### config.mk
export PLATFORM = sky130hd
export DESIGN_NAME = nbbpu_run_monitor
export DESIGN_NICKNAME = d
export VERILOG_FILES = /design/src/rtl/nbbpu_run_monitor.sv
export SDC_FILE = /design/constraint.sdc
export NUM_CORES = 1
export LEC_CHECK = 0
export ABC_AREA = 1
export ABC_CLOCK_PERIOD_IN_PS = 2500
export BUFFER_PORTS_ARGS = -buffer_cell sky130_fd_sc_hd__buf_2
export CAP_MARGIN = 10
export CORE_MARGIN = 2
export CORE_UTILIZATION = 53
export DETAILED_ROUTE_END_ITERATION = 6
export PLACE_DENSITY_LB_ADDON = 0.1
export SLEW_MARGIN = 15
export SYNTH_ARGS = -nofsm -noshare
export SYNTH_HDL_FRONTEND = slang
export SYNTH_SLANG_ARGS = --single-unit
### constraint.sdc
create_clock -name clock -period 2.5 [get_ports clock]
set_clock_uncertainty 0.1 [all_clocks]
set_input_delay 0.75 -clock clock [delete_from_list [all_inputs] [get_ports clock]]
set_output_delay 0.75 -clock clock [all_outputs]
set_load 0.01 [all_outputs]
### src/rtl/nbbpu_run_monitor.sv
// nbbpu_run_monitor: run control and trace history for the NBBPU core.
// Starts the core on a start pulse and stops it on a cycle limit, a halt
// loop (PC unchanged for HALT_REPEAT cycles) or a PC breakpoint. While
// running, every cycle's {pc, instruction} is captured into a circular
// history FIFO that keeps the most recent TRACE_DEPTH entries.
// Optional feature macro: NBBPU_RUN_MONITOR_WRITE_COUNT_EN adds write_count,
// a saturating count of data-write strobes seen during RUN.
module nbbpu_run_monitor #(
  parameter int WIDTH       = 16,
  parameter int COUNT_WIDTH = 16,
  parameter int MAX_CYCLES  = 24,
  parameter int HALT_REPEAT = 2,
  parameter int TRACE_DEPTH = 8
) (
  input  logic                           clock,
  input  logic                           reset,
  input  logic                           start,
  input  logic [WIDTH-1:0]               pc,
  input  logic [WIDTH-1:0]               instruction,
  input  logic                           data_write,
  input  logic [WIDTH-1:0]               breakpoint_address,
  input  logic                           breakpoint_enable,
  output logic                           core_run,
  output logic                           done,
  output logic [1:0]                     done_cause,
  output logic [COUNT_WIDTH-1:0]         cycle_count,
  input  logic                           trace_read,
  output logic                           trace_valid,
  output logic [WIDTH-1:0]               trace_pc,
  output logic [WIDTH-1:0]               trace_instruction,
  output logic [$clog2(TRACE_DEPTH):0]   trace_level,
  output logic                           trace_overflow
`ifdef NBBPU_RUN_MONITOR_WRITE_COUNT_EN
  ,
  output logic [COUNT_WIDTH-1:0]         write_count
`endif
);

  localparam int AW = $clog2(TRACE_DEPTH);
  localparam int HW = $clog2(HALT_REPEAT + 1);
  localparam logic [COUNT_WIDTH-1:0] CYC_LIMIT  = COUNT_WIDTH'(MAX_CYCLES);
  localparam logic [HW-1:0]          HALT_LIMIT = HW'(HALT_REPEAT);
  localparam logic [AW:0]            FIFO_FULL  = (AW + 1)'(TRACE_DEPTH);

  typedef enum logic [1:0] {IDLE, RUN, STOPPED} state_t;

  state_t state, state_next;

  logic [HW-1:0]          halt_cnt;
  logic [WIDTH-1:0]       prev_pc;
  logic [COUNT_WIDTH-1:0] cycle_inc;
  logic [HW-1:0]          halt_inc;
  logic                   hit_break, hit_halt, hit_limit, stop;
  logic [1:0]             cause_sel;

  logic [WIDTH-1:0] mem_pc    [TRACE_DEPTH];
  logic [WIDTH-1:0] mem_instr [TRACE_DEPTH];
  logic [AW-1:0]    wr_ptr, rd_ptr;
  logic             push, pop, full;

  function automatic logic [COUNT_WIDTH-1:0] sat_cycle(input logic [COUNT_WIDTH-1:0] v);
    return (v >= CYC_LIMIT) ? CYC_LIMIT : v + 1'b1;
  endfunction

  function automatic logic [HW-1:0] sat_halt(input logic [HW-1:0] v);
    return (v >= HALT_LIMIT) ? HALT_LIMIT : v + 1'b1;
  endfunction

  // Stop detection on this cycle's inputs and the post-increment counters
  always_comb begin
    cycle_inc = sat_cycle(cycle_count);
    halt_inc  = (pc == prev_pc) ? sat_halt(halt_cnt) : '0;
    hit_break = breakpoint_enable && (pc == breakpoint_address);
    hit_halt  = (halt_inc == HALT_LIMIT);
    hit_limit = (cycle_inc == CYC_LIMIT);
    stop      = hit_break || hit_halt || hit_limit;
    cause_sel = hit_break ? 2'd3 : (hit_halt ? 2'd2 : 2'd1);
  end

  // Next-state logic: IDLE -> RUN on start, RUN -> STOPPED on any stop, STOPPED holds
  always_comb begin
    state_next = state;
    case (state)
      IDLE:    if (start) state_next = RUN;
      RUN:     if (stop)  state_next = STOPPED;
      STOPPED: state_next = STOPPED;
      default: state_next = IDLE;
    endcase
  end

  // State register
  always_ff @(posedge clock) begin
    if (reset) state <= IDLE;
    else       state <= state_next;
  end

  // Registered run outputs, counters and previous-PC tracking
  always_ff @(posedge clock) begin
    if (reset) begin
      core_run    <= 1'b0;
      done        <= 1'b0;
      done_cause  <= 2'd0;
      cycle_count <= '0;
      halt_cnt    <= '0;
      prev_pc     <= '0;
    end else begin
      core_run <= (state_next == RUN);
      done     <= (state_next == STOPPED);
      if (state == IDLE && start) begin
        cycle_count <= '0;
        halt_cnt    <= '0;
      end else if (state == RUN) begin
        cycle_count <= cycle_inc;
        halt_cnt    <= halt_inc;
        prev_pc     <= pc;
        if (stop) done_cause <= cause_sel;
      end
    end
  end

  assign push        = (state == RUN);
  assign trace_valid = (trace_level != '0);
  assign pop         = trace_read && trace_valid;
  assign full        = (trace_level == FIFO_FULL);

  // Trace storage; data only, so no reset
  always_ff @(posedge clock) begin
    if (push) begin
      mem_pc[wr_ptr]    <= pc;
      mem_instr[wr_ptr] <= instruction;
    end
  end

  // Trace pointers: a push into a full FIFO without a pop drops the oldest entry
  always_ff @(posedge clock) begin
    if (reset) begin
      wr_ptr         <= '0;
      rd_ptr         <= '0;
      trace_level    <= '0;
      trace_overflow <= 1'b0;
    end else begin
      if (push) wr_ptr <= wr_ptr + 1'b1;
      if (pop || (push && full)) rd_ptr <= rd_ptr + 1'b1;
      if (push && full && !pop) trace_overflow <= 1'b1;
      if (push && !pop && !full) trace_level <= trace_level + 1'b1;
      else if (pop && !push)     trace_level <= trace_level - 1'b1;
    end
  end

  assign trace_pc          = mem_pc[rd_ptr];
  assign trace_instruction = mem_instr[rd_ptr];

`ifdef NBBPU_RUN_MONITOR_WRITE_COUNT_EN
  function automatic logic [COUNT_WIDTH-1:0] sat_all_ones(input logic [COUNT_WIDTH-1:0] v);
    return (&v) ? v : v + 1'b1;
  endfunction

  // Data-write strobes counted only while running; frozen once stopped
  always_ff @(posedge clock) begin
    if (reset)                          write_count <= '0;
    else if (state == IDLE && start)    write_count <= '0;
    else if (state == RUN && data_write) write_count <= sat_all_ones(write_count);
  end
`else
  logic unused_data_write;
  assign unused_data_write = data_write;
`endif

endmodule
==> run_results.csv <==
group,metric,value,unit
synthesis,async_flop_share,0,
grt,grt_max_degree,65,
grt,antenna_found_initial,0,
routing,dr_total_vias,8645,
synthesis,synth_edf_count,256,
sta,hold_violations,0,
grt,grtUsageTotal,0.2216,
grt,grt_pass1_wl,42670,µm
placed_design,gp_congestion,0.7988,
critical_path,crit_type,"reg -> out",
sta,fin_crit,2.848,ns
synthesis,synth_cells,1144,
cts,htreeDepth,1,
synthesis,synth_xor_area_frac,0.005561,
routing,vias_per_cell,5.343,
sta,relSlewSlack,0.6721,
synthesis,synth_compound_area_frac,0.1121,
synthesis,ys_ff_latch,310,
worst_hold_path,hold_class,"in -> reg",
routing,drc_errors,0,
synthesis,synthFlopType,"edfxtp_1",
floorplanning,die_y,158.2,µm
cts,cts_tree,"done",
critical_path,crit_arrival,2.00,ns
placed_design,place_ws,0.1132,ns
layout,syn_to_final_growth,20.06,%
synthesis,netlist_top_cells_area,"edfxtp_1 (61%), dfxtp_1 (8.6%), nor2_1 (8.0%), o21ai_0 (6.1%), nand2_1 (3.2%)",
floorplanning,rows,56,
power,power_density,921.0,mW/mm²
cts,cts_root_buffer,"clkbuf_16",
synthesis,yosys.area_share.simple,0.1360,
floorplanning,dieArea,0.02502,mm²
cts,cts_hold_buf,0,
cts,cts.sinks,310,
floorplanning,coreArea,0.02340,mm²
floorplanning,initial_utilization,0.5384,
synthesis,synthesis.area,0.01260,mm²
power,p_leak,5.676,nW
synthesis,synth-warning-count,0,
layout,drive_gt1_frac,0.1948,
layout,final_util,0.6464,
cts,clk_pin_slew_worst_paths,0.06,ns
cts,clk_path_buf_depth,3,
cts,worstSkewPairLatency,0.55,ns
layout,design_area,0.01513,mm²
cts,cts_buffers,31,
sta,tightest_slew,0.4919,ns
critical_path,cp-start-kind,"flip-flop",
critical_path,end_kind,"primary output",
critical_path,path_max_fanout,20,
run_status,violations,"negative setup slack",
sta,maxSlewViolCount,0,
flow_run,maxCapViolCount,0,
run_status,status,"complete, but fails checks",
critical_path,cp_data_required_time,1.65,ns
routing,postRouteAntennaNets,0,
routing,dr.pass1.iters,5,
synthesis,muxShareOfSynthArea,0,
synthesis,synth_nets,1205,
synthesis,synth-adder-area-share,0.007546,
layout,n_antenna_cell,0,
routing,drt-initial-drc-count,555,
synthesis,yosysTopAreaCellShare,0.6101,
layout,fin_cells,1618,
layout,final_nets,1336,
placed_design,dpl.hpwl,15340,µm
sta,fmax,0.3512,GHz
grt,grt_pass1_vias,8217,
routing,routedWlPerCell,16.86,µm
placed_design,portBuffers,110,
routing,finalWirelength,27280,µm
sta,finalSetupViolCount,32,
layout,num-fill-cells,1839,
placed_design,place_inst,1550,
synthesis,synth_cell_types,36,
grt,grt_overflow,0,
floorplanning,io_pins,112,
sta,min_period_over_period,1.139,
sta,setup_slack,-0.3477,ns
synthesis,synth_area_leader_cell,"edfxtp_1",
power,peakVddDrop,476.7,µV
sta,holdWs,0.3592,ns
synthesis,synth_top_family_by_area,"simple AND/OR/NAND/NOR gates",
placed_design,placed_area,0.01385,mm²
synthesis,seq_area_frac_synth,0.6959,
floorplanning,die_w,158.2,µm
synthesis,avgSynthCellArea,11.01,µm²
sta,rsz0062_at_grt,"yes",
cell usage after synthesis, drive strengths merged, types with 3 or more instances:
library cell,instances
nand2,114
ha,6
clkbuf,34
xnor2,5
nand3,14
nor2,275
inv,75
a21oi,35
nor3,12
nand4,4
buf,24
o22ai,32
edfxtp,256
dfxtp,54
a31oi,35
o21ai,159
xor2,3
timing repair:
action                                  4_1_cts  5_1_grt
cloned                                        3        1
buffers inserted                              8        1
resized for setup                            41       29
pin swaps                                    16       28
endpoints found under the setup margin       32       32
endpoints found under the hold margin         0        0
power breakdown:
part           internal (W)  leakage (nW)  switching [W]
registers           0.00576          2.76       0.000130
logic               0.00147          2.44        0.00207
clock network       0.00266         0.484        0.00184
layout make-up:
| type | instances | area, µm² | share of cell area |
|---|---|---|---|
| clock buffers | 41 | 843.3 | 0.05574 |
| clock inverters | 16 | 153.9 | 0.01017 |
| inverters | 75 | 296.5 | 0.01960 |
| multi-input cells | 701 | 3421 | 0.2261 |
| flip-flops and latches | 310 | 8776 | 0.5801 |
| well taps | 319 | 399.1 | 0.02638 |
| repair buffers | 156 | 1239 | 0.08188 |
worst paths after layout:
path	start	end	slack [ns]	depth (start not counted)
min	instruction[15]	mem_instr[1][15]	0.36	1
max reg2reg	trace_level[0]	trace_level[3]	0.34	13
min reg2reg	cycle_count[14]	cycle_count[14]	0.36	2
max	flip-flop	trace_instruction[13]	-0.35	7
cells by family after synthesis:
group / after synthesis
simple gates: 422
buf+inv: 133
xor+xnor: 8
fa+ha+maj: 7
flops: 310
compound gates: 264
routing by layer:
layer | up-vias | share of wire | track usage | routed length [µm]
met4 | 0 | 0.016 | 0.05620 | 426
met2 | 252 | 0.48 | 0.3762 | 13110
met5 | - | 0 | 0 | 0
met1 | 4117 | 0.44 | 0.3005 | 11990
met3 | 31 | 0.064 | 0.03559 | 1758
li1 | 4245 | - | - | -
sequential cells by signal, summed over array words and instances, names as in the netlist, named ones only:
signal          flops
mem_instr         128
mem_pc            128
cycle_count        16
prev_pc            16
trace_level         4
rd_ptr              3
wr_ptr              3
done_cause          2
halt_cnt            2
state               2
core_run            1
done                1
trace_overflow      1
per-stage QoR:
stage          TNS (ns)  total power [W]
2_1_floorplan    -27.56         0.007946
3_3_place_gp          0         0.009129
3_5_place_dp          0         0.009177
4_1_cts          -9.019          0.01398
5_1_grt          -12.77          0.01463
6_report         -9.462          0.01393
placed cells by master, fill, tap and decap left out, types with 7 or more instances in the layout:
cell and instances:
edfxtp_1 256, nor2_1 255, o21ai_0 125, nand2_1 109
buf_2 108, inv_1 59, dfxtp_1 52, a21oi_1 35
o21ai_1 32, clkbuf_16 32, o22ai_1 31, a31oi_1 31
buf_12 19, buf_4 18, inv_2 14, nor2_4 13
nor3_1 12, nand3_1 11, clkbuf_1 7
critical path: stages (launching register included):
cell,delay (ns)
dfxtp_4,0.46
buf_4,0.18
clkbuf_16,0.18
o21ai_0,0.09
o22ai_1,0.16
nor2_1,0.06
a31oi_1,0.15
buf_2,0.15
Note: power is estimated with default switching activity, not from simulation.
